<file path="config.mk">
export PLATFORM = sky130hd
export DESIGN_NAME = imm_decode_queue
export DESIGN_NICKNAME = d
export VERILOG_FILES = /design/src/rtl/imm_decode_queue.sv
export SDC_FILE = /design/constraint.sdc
export NUM_CORES = 1
export LEC_CHECK = 0
export ABC_CLOCK_PERIOD_IN_PS = 3700
export BUFFER_PORTS_ARGS = -buffer_cell sky130_fd_sc_hd__buf_4
export CORE_MARGIN = 2
export CORE_UTILIZATION = 35
export CTS_CLUSTER_DIAMETER = 50
export DETAILED_ROUTE_END_ITERATION = 7
export PLACE_DENSITY = 0.56
export RECOVER_POWER = 50
export REMOVE_ABC_BUFFERS = 1
export SLEW_MARGIN = 15
export SYNTH_ARGS = -nofsm -noshare
export SYNTH_HDL_FRONTEND = slang
export SYNTH_SLANG_ARGS = --single-unit
</file>
<file path="constraint.sdc">
create_clock -name clk -period 3.7 [get_ports clk]
set_input_delay 0.74 -clock clk [delete_from_list [all_inputs] [get_ports clk]]
set_output_delay 0.74 -clock clk [all_outputs]
set_load 0.05 [all_outputs]
</file>
<file path="src/rtl/imm_decode_queue.sv">
// Immediate-decode stage: classifies the immediate format of a 32-bit ARMv8 instruction,
// builds the 64-bit extended operand and holds results in a 2-entry FIFO. Macro: IMM_BTYPE_EN.
module imm_decode_queue #(
    parameter int CNT_W = 16
) (
    input  logic             clk,
    input  logic             rst_n,
    input  logic             flush,
    input  logic             in_valid,
    output logic             in_ready,
    input  logic [31:0]      in_instr,
    output logic             out_valid,
    input  logic             out_ready,
    output logic [63:0]      out_imm,
    output logic [2:0]       out_kind,
    output logic [CNT_W-1:0] imm_cnt
);

    localparam logic [2:0] KIND_NONE  = 3'd0;
    localparam logic [2:0] KIND_ALU   = 3'd1;
    localparam logic [2:0] KIND_DT    = 3'd2;
    localparam logic [2:0] KIND_SHAMT = 3'd3;
    localparam logic [2:0] KIND_CB    = 3'd4;
    localparam logic [2:0] KIND_B     = 3'd5;

`ifdef IMM_BTYPE_EN
    localparam logic BTYPE_EN = 1'b1;
`else
    localparam logic BTYPE_EN = 1'b0;
`endif

    logic [2:0]  dec_kind;
    logic [63:0] dec_imm;

    logic [63:0] buf_imm  [2];
    logic [2:0]  buf_kind [2];
    logic        rd_ptr;
    logic        wr_ptr;
    logic [1:0]  count;
    logic        push;
    logic        pop;

    // Opcode classes are checked in priority order; the first match wins.
    // NOTE: always_comb assigns defaults first so no path can infer a latch.
    always_comb begin
        dec_kind = KIND_NONE;
        dec_imm  = '0;
        if (in_instr[31:22] inside {10'b1001000100, 10'b1011000100, 10'b1101000100,
                                    10'b1111000100, 10'b1001001000, 10'b1011001000,
                                    10'b1101001000}) begin
            dec_kind = KIND_ALU;
            dec_imm  = {{52{in_instr[21]}}, in_instr[21:10]};
        end else if (in_instr[31:21] inside {11'b11111000010, 11'b11111000000}) begin
            dec_kind = KIND_DT;
            dec_imm  = {{55{in_instr[20]}}, in_instr[20:12]};
        end else if (in_instr[31:21] inside {11'b11010011011, 11'b11010011010}) begin
            dec_kind = KIND_SHAMT;
            dec_imm  = {58'd0, in_instr[15:10]};
        end else if (in_instr[31:24] inside {8'b10110100, 8'b10110101}) begin
            dec_kind = KIND_CB;
            dec_imm  = {{43{in_instr[23]}}, in_instr[23:5], 2'b00};
        end else if (BTYPE_EN && (in_instr[31:26] inside {6'b000101, 6'b100101})) begin
            dec_kind = KIND_B;
            dec_imm  = {{36{in_instr[25]}}, in_instr[25:0], 2'b00};
        end
    end

    // in_ready depends only on occupancy, never on out_ready.
    assign in_ready  = (count != 2'd2);
    assign out_valid = (count != 2'd0);
    assign out_imm   = out_valid ? buf_imm[rd_ptr]  : 64'd0;
    assign out_kind  = out_valid ? buf_kind[rd_ptr] : KIND_NONE;

    assign push = in_valid && in_ready;
    assign pop  = out_valid && out_ready;

    // NOTE: sequential state uses non-blocking assignments so every flop samples pre-edge values.
    always_ff @(posedge clk or negedge rst_n) begin
        if (!rst_n) begin
            rd_ptr <= 1'b0;
            wr_ptr <= 1'b0;
            count  <= 2'd0;
        end else if (flush) begin
            rd_ptr <= 1'b0;
            wr_ptr <= 1'b0;
            count  <= 2'd0;
        end else begin
            if (push) wr_ptr <= ~wr_ptr;
            if (pop)  rd_ptr <= ~rd_ptr;
            case ({push, pop})
                2'b10:   count <= count + 2'd1;
                2'b01:   count <= count - 2'd1;
                default: count <= count;
            endcase
        end
    end

    // NOTE: payload storage is not reset; outputs are masked by occupancy so stale data never leaks.
    always_ff @(posedge clk) begin
        if (push && !flush) begin
            buf_imm[wr_ptr]  <= dec_imm;
            buf_kind[wr_ptr] <= dec_kind;
        end
    end

    // A pop in a flush cycle still counts: the consumer did take the entry.
    always_ff @(posedge clk or negedge rst_n) begin
        if (!rst_n) begin
            imm_cnt <= '0;
        end else if (pop && (out_kind != KIND_NONE) && (imm_cnt != {CNT_W{1'b1}})) begin
            imm_cnt <= imm_cnt + 1'b1;
        end
    end

endmodule

</file>
# After elaboration in Yosys (flattened, before gate mapping)
# Memory sizes are Yosys's and may differ from the RTL's.
# Index checks and enable logic that the tools add are counted.
# word_totals
regBits	20
ramBits	134
out_inout_bits	85
word_cells	61
memories	2
# memory_table
name	depth	width	read_ports	rd_clocked_by_memory_dff	wr	line	source
buf_imm	2	64	1	0	1	35	logic [63:0] buf_imm [2];
buf_kind	2	3	1	0	1	36	logic [2:0] buf_kind [2];
# op_classes
n_addsub	3
eq_ne	17
n_mux	18
n_bitwise	2
n_reduce_logical	15
# ops
operator	n
$mux W64	5
$eq A10 B10 Y1 const B	7
$eq A11 B11 Y1 const B	4
$add A16 B1 Y16 const B	1
$eq A8 B8 Y1 const B	2
$ne A16 B16 Y1 const B	1
$mux W3	5
$reduce_bool A2 Y1	6
$reduce_bool A7 Y1	1
$mux W1	6
$reduce_bool A3 Y1	2
$logic_and A1 B1 Y1	5
$pmux W2 S2	1
$add A2 B1 Y2 const B	1
$eq A2 B1 Y1 const B	1
$eq A2 B2 Y1 const B	1
$mux W2	1
$ne A2 B2 Y1 const B	1
$not A1 Y1	2
$sub A2 B1 Y2 const B	1
$logic_not A1 Y1	1

# Longest topological paths before layout
# Gate-level depths: netlist of run 1.
# depth
word_depth	6
mapped_depth	7

# Least setup slack after synthesis of run 1
# Ideal clock, no wire load.
# synth_path
path_type	flip-flop to output port
startpoint	reg rd_ptr
endpoint	out out_imm[21]
t_arrival_ns	3.500
t_required_ns	2.960
slack_ns	-0.540
stages_incl_launch_ff	6
cell_sequence	dfrtp_1 > buf_4 > buf_1 > mux2i_1 > nor2_1 > buf_4
# synth_between
elab_chain_len	2
# synth_lines
item	line	source
start, declared	37	logic rd_ptr;
start signal, assigned	89	if (pop) rd_ptr <= ~rd_ptr;
$mem_v2 Z2 W64	--	
$mux W64	71	assign out_imm = out_valid ? buf_imm[rd_ptr] : 64'd0;
end, declared	14	output logic [63:0] out_imm,
# Every way passes these cells.

# Final worst setup path of run 1
# layout_path
startpoint	reg rd_ptr
endpoint	out out_imm[54]
# Same word-level chain as after synthesis.

==> flow_metrics.env, run 1 <==
export IMPL_outcome="finished, final reports clean"
export IMPL_worstSkewPairLatency_ns=0.34
export IMPL_worst_setup_path_start_kind="flip-flop"
export IMPL_slew_headroom_pct=2.99
export IMPL_critPathCaptureType="output pin"
export IMPL_global_route_overflow_total=0
export IMPL_setup_viol_count_final=0
export IMPL_grt_util_all_layers_pct=13.8
export IMPL_ioPinCount=122
export IMPL_post_synth_top_area_fraction_pct=40.8
export IMPL_crit_fanout=44
export IMPL_detailed_place_hpwl_um=5330
export IMPL_cts_root_buf="clkbuf_8"
export IMPL_vdd_ir_drop_max_mv=0.322
export IMPL_worst_r2r_setup_slack_ns=1.24
export IMPL_synthesized_flop_and_latch_total=68
export IMPL_timing_setup_critical_path_class="reg -> out"
export IMPL_clock_tree_buffer_depth=2
export IMPL_setup_worst_path_end="out_imm[54]"
export IMPL_drt_vias_per_instance=4.75
export IMPL_routed_wire_length_per_instance_um=14.2
export IMPL_cts_hold_fix_buffers=0
export IMPL_final_hold_violation_count=0
export IMPL_design_power_total_uw=2240
export IMPL_design_final_nets=431
export IMPL_start_util_pct=36.1
export IMPL_timing_worst_slew_pin_value_ns=1.46
export IMPL_grt_setup_unrepaired="no"
export IMPL_switching_portion_of_total_power_pct=36.6
export IMPL_post_cts_setup_buffer_count=0
export IMPL_cts_clk_slew_worst_paths_ns=0.08
export IMPL_setup_total_negative_slack_ns=0
export IMPL_timing_max_transition_violations_final=0
export IMPL_tritoncts="done"
export IMPL_p_clk_share_pct=30.4
export IMPL_timing_hold_ws_ns=0.520
export IMPL_combPwrFrac_pct=29.0
export IMPL_sequential_cell_area_sq_um=1940
export IMPL_worstSetupStartpoint="rd_ptr"
export IMPL_post_synth_instance_area_sq_um=3530
export IMPL_footprint_of_the_multi_input_gates_sq_um=1200
export IMPL_die_height_um=104
export IMPL_syn_inst=312
export IMPL_sequential_share_of_the_synthesized_area_pct=55.0
export IMPL_ys_dominant_reg_cell="edfxtp_1"
export IMPL_layout_min_cycle_time_ns=2.86
export IMPL_worstRegToRegCells=5
export IMPL_drc_errors=0
export IMPL_pin_count_of_the_biggest_net_entering_global_routing=45
export IMPL_hold_class="reg -> reg"
export IMPL_synthMostInstantiatedCell="edfxtp_1"
export IMPL_vias=2521
export IMPL_clock_skew_ns=0.00977
export IMPL_post_cts_resize_count=0
export IMPL_area_delta_synth_final_pct=24.4
export IMPL_power_density_nw_per_um2=510
export IMPL_floorplan_die_width_um=104
export IMPL_timing_fmax_mhz=349
export IMPL_fp_dieArea_sq_um=10900
export IMPL_min_period_over_period_pct=77.4
export IMPL_cts_inserted_buffers=9
export IMPL_htreeDepth=3
export IMPL_first_global_vias=2384
export IMPL_avgSynthCellArea_sq_um=11.3
export IMPL_share_of_total_power_in_sequential_cells_pct=40.5
export IMPL_crit_arrival_ns=2.12
export IMPL_static_leakage_power_uw=0.00195
export IMPL_grt_antenna_before_repair=0
export IMPL_diodes=0
export IMPL_ys_async_sr_fraction_pct=29.4
export IMPL_p_sw_uw=821
export IMPL_core_area_sq_um=9770
export IMPL_detailedRoute_firstIterationViolations=94
export IMPL_yosysWarningCount=0
export IMPL_layout_filler_cells=955
export IMPL_place_port_buffers=116
export IMPL_internal_power_uw=1420
export IMPL_routed_wl_um=7540
export IMPL_yosys_cell_types_count=38
export IMPL_synthDominantAreaCellType="edfxtp_1"
export IMPL_maxCapViolCount=0
export IMPL_antenna_left=0
export IMPL_synth_enable_flop_cells=48
export IMPL_crit_required_ns=2.96
export IMPL_grt_first_pass_wirelength_um=11800
export IMPL_most_numerous_cell_types_in_the_synthesized_netlist="edfxtp_1, buf_4, nor2_1, nand2_1, mux2i_1"
export IMPL_synth_top_cells_by_area="edfxtp_1, dfrtp_1, buf_4"
export IMPL_cts_sinks=68
export IMPL_row_count=36
export IMPL_place_gp_congestion=0.825
export IMPL_critical_path_reg2reg_endpoint="imm_cnt[9]"
export IMPL_drt_first_pass_iters=4
export IMPL_critical_path_reg2reg_startpoint="rd_ptr"
export IMPL_fraction_of_layout_cells_with_a_size_suffix_above_1_pct=30.9
-- critical path, stage by stage, from the launching register on --
cell and delay, ns:
dfrtp_1 0.85, mux2i_1 0.19, nor2_2 0.13, buf_4 0.35, buf_4 0.27
-- registers in the layout, indices dropped and copies added (netlist names) --
signal and flops:
buf_kind 6, count 2, wr_ptr 1, buf_imm 42, imm_cnt 16, rd_ptr 1
-- cells by family (layout without fill, tap and decap cells) --
group / count (synthesis) / count (layout) / share of synthesized area, %
multiplexers: 28 / 28 / 8.05
flip-flops: 68 / 68 / 55.0
adder cells (fa/ha/maj): 1 / 1 / 0.354
AO/OA/AOI/OAI: 33 / 33 / 6.70
buffers and inverters: 58 / 144 / 11.2
AND/OR/NAND/NOR: 109 / 109 / 15.0
XOR/XNOR: 15 / 15 / 3.72
-- worst min path at each step --
stage / from / endpoint / slack, ns / depth (start not counted)
final: imm_cnt[10] / imm_cnt[10] / 0.52 / 1
after global routing: imm_cnt[10] / imm_cnt[10] / 0.53 / 1
after CTS: rst_n / imm_cnt[15] / 0.26 / 1
after detailed placement: imm_cnt[4] / imm_cnt[4] / 0.52 / 1
after global placement: imm_cnt[10] / imm_cnt[10] / 0.51 / 1
after floorplan: rst_n / count[0] / 0.44 / 0
-- stage by stage --
step | utilization (%) | setup WS, ns | area [sq um] | std cells
after floorplan | - | -24.97 | 3150 | 258
after global placement | 43.7 | 1.16 | 4280 | 515
after detailed placement | 43.7 | 1.16 | 4280 | 515
after CTS | 46.0 | 0.783 | 4500 | 531
after global routing | 44.9 | 0.649 | 4390 | 531
final | 44.9 | 0.838 | 4390 | 531
-- power by group through the flow --
stage | Combinational [uW] | Sequential, uW | Clock (uW)
finish | 650 | 908 | 682
global route | 683 | 916 | 731
CTS | 682 | 909 | 699
detailed placement | 681 | 926 | 0
global placement | 681 | 923 | 0
floorplan | 358 | 1000 | 0
-- final cells by class --
type                       count  area share [%]
tap                          133            3.79
clock inverter                 7            2.25
inverter                       4           0.342
timing repair buffer         124            19.2
sequential                    68            44.2
multi-input combinational    186            27.4
clock buffer                   9            2.82
-- metal layers --
metal | up-vias | track usage [%] | routed length, um
met3 | 12 | 2.76 | 522
met1 | 1181 | 17.2 | 3250
li1 | 1230 | - | -
met2 | 98 | 22.8 | 3630
met4 | 0 | 6.47 | 138
met5 | - | 0 | 0
-- cell usage in the layout (no fill, tap or decap), types with 7 or more instances in the layout --
cell / n
edfxtp_1: 48
nand3_1: 9
mux2i_1: 25
a22o_1: 7
nor3_1: 8
dfrtp_1: 20
clkbuf_8: 9
nor2_1: 39
a21o_1: 13
clkbuf_1: 24
nand2_1: 27
xor2_1: 13
buf_4: 100
(Power assumes the default switching activity.)
==> run 2, diff against run 1 <==
ABC_CLOCK_PERIOD_IN_PS = 2500   (was 3700)
PLACE_DENSITY = 0.59   (was 0.56)
clock period = 2.5 ns   (was 3.7 ns; I/O delays follow)
==> flow_metrics.env, run 2 (same netlist as run 1, synthesis figures left out) <==
export IMPL_core_area_sq_um=9770
export IMPL_crit_arrival_ns=1.79
export IMPL_design_final_nets=435
export IMPL_routed_wire_length_per_instance_um=13.8
export IMPL_slowest_stage="dfrtp_1"
export IMPL_grt_antenna_before_repair=0
export IMPL_fraction_of_layout_cells_with_a_size_suffix_above_1_pct=32.3
export IMPL_maxCapViolCount=0
export IMPL_finalInstanceArea_sq_um=4400
export IMPL_timing_setup_critical_path_class="reg -> out"
export IMPL_power_density_nw_per_um2=721
export IMPL_htreeDepth=3
export IMPL_post_cts_setup_buffer_count=0
export IMPL_max_flop_register="buf_imm"
export IMPL_grt_setup_unrepaired="no"
export IMPL_internal_power_uw=2000
export IMPL_drc_errors=0
export IMPL_grt_first_pass_wirelength_um=11500
export IMPL_area_delta_synth_final_pct=24.6
export IMPL_row_count=36
export IMPL_p_sw_uw=1170
export IMPL_floorplan_die_width_um=104
export IMPL_cts_inserted_buffers=9
export IMPL_timing_critical_path_slowest_cell_delay_ns=0.43
export IMPL_cp_top_family="buffers and inverters"
export IMPL_worst_setup_path_start_kind="flip-flop"
export IMPL_largest_register_ffs=42
export IMPL_p_clk_share_pct=27.1
export IMPL_final_hold_violation_count=0
export IMPL_post_route_util_pct=45.0
export IMPL_drt_first_pass_iters=4
export IMPL_path_cells="nor2_2 > buf_4 > nor2_2 > buf_4 > buf_4"
export IMPL_die_height_um=104
export IMPL_crit_fanout=44
export IMPL_timing_max_transition_violations_final=0
export IMPL_combPwrFrac_pct=30.8
export IMPL_vias=2544
export IMPL_share_of_total_power_in_sequential_cells_pct=42.1
export IMPL_fp_dieArea_sq_um=10900
export IMPL_place_gp_congestion=0.830
export IMPL_switching_portion_of_total_power_pct=37.0
export IMPL_place_port_buffers=116
export IMPL_pin_count_of_the_biggest_net_entering_global_routing=45
export IMPL_static_leakage_power_uw=0.00196
export IMPL_cts_root_buf="clkbuf_8"
export IMPL_clock_skew_ns=0.00333
export IMPL_cts_clk_slew_worst_paths_ns=0.07
export IMPL_layout_min_cycle_time_ns=2.29
export IMPL_crit_required_ns=2.00
export IMPL_post_place_worst_slack_ns=0.354
export IMPL_layout_top_registers="buf_imm x42, imm_cnt x16, buf_kind x6"
export IMPL_tritoncts="done"
export IMPL_hold_class="in -> async"
export IMPL_cts_hold_fix_buffers=0
export IMPL_detailed_place_hpwl_um=5330
export IMPL_layout_commonest_cell="buf_4"
export IMPL_drt_vias_per_instance=4.76
export IMPL_outcome="finished, final reports clean"
export IMPL_dpl_instance_area_sq_um=4310
export IMPL_crit_path_frequent_cell="buf_4"
export IMPL_slew_headroom_pct=26.1
export IMPL_timing_worst_slew_pin_value_ns=1.11
export IMPL_min_period_over_period_pct=91.8
export IMPL_cp_buffers_inverters=3
export IMPL_grt_util_all_layers_pct=13.5
export IMPL_critPathCaptureType="output pin"
export IMPL_worstSkewPairLatency_ns=0.34
export IMPL_routed_wl_um=7370
export IMPL_cts_sinks=68
export IMPL_ioPinCount=122
export IMPL_first_global_vias=2314
export IMPL_setup_viol_count_final=0
export IMPL_start_util_pct=36.1
export IMPL_vdd_ir_drop_max_mv=0.328
export IMPL_timing_fmax_mhz=436
export IMPL_global_route_overflow_total=0
export IMPL_antenna_left=0
export IMPL_post_cts_resize_count=0
export IMPL_setup_slack_of_the_critical_path_after_layout_ns=0.205
export IMPL_most_common_layout_cells="buf_4, edfxtp_1, nor2_1, nand2_1, mux2i_1"
export IMPL_clock_tree_buffer_depth=2
export IMPL_diodes=0
export IMPL_detailedRoute_firstIterationViolations=71
==> run 2: cell count changes in the layout (fill, tap and decap cells not counted), sizes merged <==
cell | before | now
buf | 100 | 105
clkinvlp | 1 | 4
inv | 6 | 4
clkinv | 2 | 1
bufinv | 2 | 1
==> run 2: per-stage QoR <==
step | power (uW) | setup TNS [ns] | cells | hold WS [ns]
floorplan | 1940 | -1190.56 | 258 | 0.204
global placement | 2380 | 0 | 519 | 0.394
detailed placement | 2380 | 0 | 519 | 0.397
CTS | 3250 | 0 | 535 | 0.0185
global route | 3310 | 0 | 535 | 0.346
finish | 3170 | 0 | 535 | 0.351
==> run 2: per-layer routing <==
layer  share of wire, %  vias up  track usage [%]
met5                  0        -                0
li1                   -     1232                -
met2                 47      106             21.9
met3                7.2       10             3.07
met1                 43     1196             16.9
met4                2.0        0             6.66
==> run 2: area by class of cell <==
type                       count  area (sq um)
inverter                       4          15.0
clock inverter                 6          65.1
clock buffer                  10           128
fill                         913          5380
sequential                    68          1940
multi-input combinational    186          1200
timing repair buffer         128           877
tap                          133           166
==> run 2: path summary, 6_finish.rpt <==
kind	cells past startpoint	slack [ns]	start	end
setup reg to reg	7	0.34	imm_cnt[0]	imm_cnt[3]
min in group clk	2	0.36	flush	wr_ptr
setup / recovery	5	0.21	count[0]	out_imm[59]
hold / removal	1	0.35	rst_n	wr_ptr
max in group asynchronous	1	1.49	rst_n	imm_cnt[6]
hold reg to reg	1	0.52	imm_cnt[4]	imm_cnt[4]
==> run 2: power groups by stage <==
stage	Clock [uW]	Combinational, uW	Sequential, uW
2_1_floorplan	0	454	1490
3_3_place_gp	0	1020	1360
3_5_place_dp	0	1020	1360
4_1_cts	887	1020	1340
5_1_grt	934	1030	1350
6_report	860	977	1340
==> run 3, diff against run 2 <==
BUFFER_PORTS_ARGS = unset   (was -buffer_cell sky130_fd_sc_hd__buf_4)
DONT_BUFFER_PORTS = 1   (was unset)
PLACE_DENSITY = 0.48   (was 0.59)
==> flow_metrics.env, run 3 (same netlist as run 1, synthesis figures left out) <==
export IMPL_routed_wire_length_per_instance_um=16.0
export IMPL_timing_max_transition_violations_final=0
export IMPL_place_port_buffers=0
export IMPL_timing_worst_slew_pin_value_ns=0.927
export IMPL_timing_hold_ws_ns=0.211
export IMPL_fp_dieArea_sq_um=10900
export IMPL_cts_clk_slew_worst_paths_ns=0.08
export IMPL_clock_tree_buffer_depth=2
export IMPL_largest_register_ffs=42
export IMPL_drc_errors=0
export IMPL_violations_in_the_final_reports="setup timing"
export IMPL_min_period_over_period_pct=111
export IMPL_critPathCaptureType="output pin"
export IMPL_final_hold_violation_count=0
export IMPL_met1_layer_usage_reported_by_global_route_pct=17.8
export IMPL_grt_use_met2_pct=22.7
export IMPL_cts_sinks=68
export IMPL_max_flop_register="buf_imm"
export IMPL_worstSkewPairLatency_ns=0.34
export IMPL_setup_viol_count_final=10
export IMPL_grt_antenna_before_repair=0
export IMPL_power_density_nw_per_um2=800
export IMPL_design_final_nets=365
export IMPL_clock_skew_ns=0.0130
export IMPL_place_gp_congestion=0.771
export IMPL_crit_fanout=22
export IMPL_layout_commonest_cell="edfxtp_1"
export IMPL_floorplan_die_width_um=104
export IMPL_setup_slack_of_the_critical_path_after_layout_ns=-0.267
export IMPL_antenna_left=0
export IMPL_layout_cells_non_filler=465
export IMPL_pin_count_of_the_biggest_net_entering_global_routing=27
export IMPL_gr_max_usage_layer="met2"
export IMPL_vias=2275
export IMPL_slew_headroom_pct=38.0
export IMPL_timing_fmax_mhz=361
export IMPL_first_global_vias=2349
export IMPL_outcome="finished with violations"
export IMPL_critical_path_reg2reg_startpoint="imm_cnt[0]"
export IMPL_routed_wl_um=7460
export IMPL_cts_inserted_buffers=9
export IMPL_static_leakage_power_uw=0.00167
export IMPL_core_area_sq_um=9770
export IMPL_timing_setup_critical_path_class="reg -> out"
export IMPL_worst_setup_path_start_kind="flip-flop"
export IMPL_grt_met3_usage_pct=4.01
export IMPL_drt_vias_per_instance=4.89
export IMPL_cts_root_buf="clkbuf_8"
export IMPL_critical_path_reg2reg_endpoint="imm_cnt[15]"
export IMPL_drt_first_pass_iters=4
export IMPL_tritoncts="done"
export IMPL_most_common_layout_cells="edfxtp_1, nor2_1, buf_4, nand2_1, mux2i_1"
export IMPL_detailedRoute_firstIterationViolations=103
export IMPL_layout_min_cycle_time_ns=2.77
export IMPL_worst_r2r_setup_slack_ns=0.03
export IMPL_row_count=36
export IMPL_fraction_of_layout_cells_with_a_size_suffix_above_1_pct=18.4
export IMPL_die_height_um=104
export IMPL_vdd_ir_drop_max_mv=0.859
export IMPL_detailed_place_hpwl_um=5240
export IMPL_worstSetupStartpoint="rd_ptr"
export IMPL_dp_cells=447
export IMPL_global_route_overflow_total=0
export IMPL_diodes=0
export IMPL_start_util_pct=36.1
export IMPL_ioPinCount=122
export IMPL_worstRegToRegCells=6
export IMPL_crit_arrival_ns=2.27
export IMPL_layout_top_registers="buf_imm x42, imm_cnt x16, buf_kind x6"
export IMPL_hold_class="in -> reg"
export IMPL_htreeDepth=3
export IMPL_grt_first_pass_wirelength_um=12200
export IMPL_crit_required_ns=2.00
export IMPL_grt_setup_unrepaired="yes"
export IMPL_area_delta_synth_final_pct=13.7
export IMPL_grt_util_all_layers_pct=14.4
export IMPL_setup_worst_path_end="out_imm[56]"
export IMPL_maxCapViolCount=0
-- run 3: changes by cell type in the layout (fill, tap and decap cells not counted), moves of 2 or more --
cell	change
clkinvlp_4	-4
clkbuf_1	-2
buf_4	-74
buf_16	+4
clkinv_4	+3
-- run 3: worst min-delay path by stage --
stage,from,end,slack (ns),depth (start not counted)
floorplan,rst_n,count[0],0.20,0
global placement,rst_n,imm_cnt[15],0.20,0
detailed placement,rst_n,imm_cnt[15],0.20,0
CTS,flush,wr_ptr,0.19,1
global route,flush,wr_ptr,0.20,1
finish,flush,wr_ptr,0.21,1
-- run 3: critical path, stage by stage (launching register included) --
cell,delay [ns]
dfrtp_1,0.39
mux2i_1,0.15
nor2_4,0.17
buf_16,0.82
buf_16,0.35
-- run 3: cell type report --
| type | count | area [sq um] |
|---|---|---|
| Fill cell | 962 | 5760 |
| Clock buffer | 9 | 124 |
| Sequential cell | 68 | 1940 |
| Inverter | 4 | 15.0 |
| Multi-Input combinational cell | 186 | 1210 |
| Timing Repair Buffer | 58 | 453 |
| Tap cell | 133 | 166 |
| Clock inverter | 7 | 98.8 |
-- run 3: per-layer routing --
metal / part of all wire, % / vias up
met4: 2.4 / 0
met1: 45 / 1102
met5: 0 / -
met2: 46 / 69
li1: - / 1092
met3: 6.9 / 12
-- run 3: timing repair --
item / in CTS / in global routing
hold buffers: 1 / 0
gates resized for setup: 5 / 0
setup endpoints to repair: 10 / 10
endpoints found under the hold margin: 20 / 0
buffers inserted: 1 / 0
-- run 3: stage by stage --
| stage | util [%] | power [uW] | setup TNS [ns] | worst slack (ns) | instance area [sq um] |
|---|---|---|---|---|---|
| 2_1_floorplan | - | 1940 | -1190.56 | -25.93 | 3150 |
| 3_3_place_gp | 39.2 | 2260 | 0 | 0.0351 | 3830 |
| 3_5_place_dp | 39.2 | 2270 | 0 | 0.0198 | 3830 |
| 4_1_cts | 42.0 | 3290 | -2.68 | -0.294 | 4100 |
| 5_1_grt | 41.1 | 3350 | -3.35 | -0.345 | 4010 |
| 6_report | 41.1 | 3210 | -2.41 | -0.267 | 4010 |
-- run 3: power by group --
| group | internal [uW] | total (uW) | switching [uW] |
|---|---|---|---|
| combinational | 196 | 902 | 706 |
| sequential | 1270 | 1310 | 41.3 |
| clock | 566 | 995 | 429 |
| total | 2030 | 3210 | 1180 |
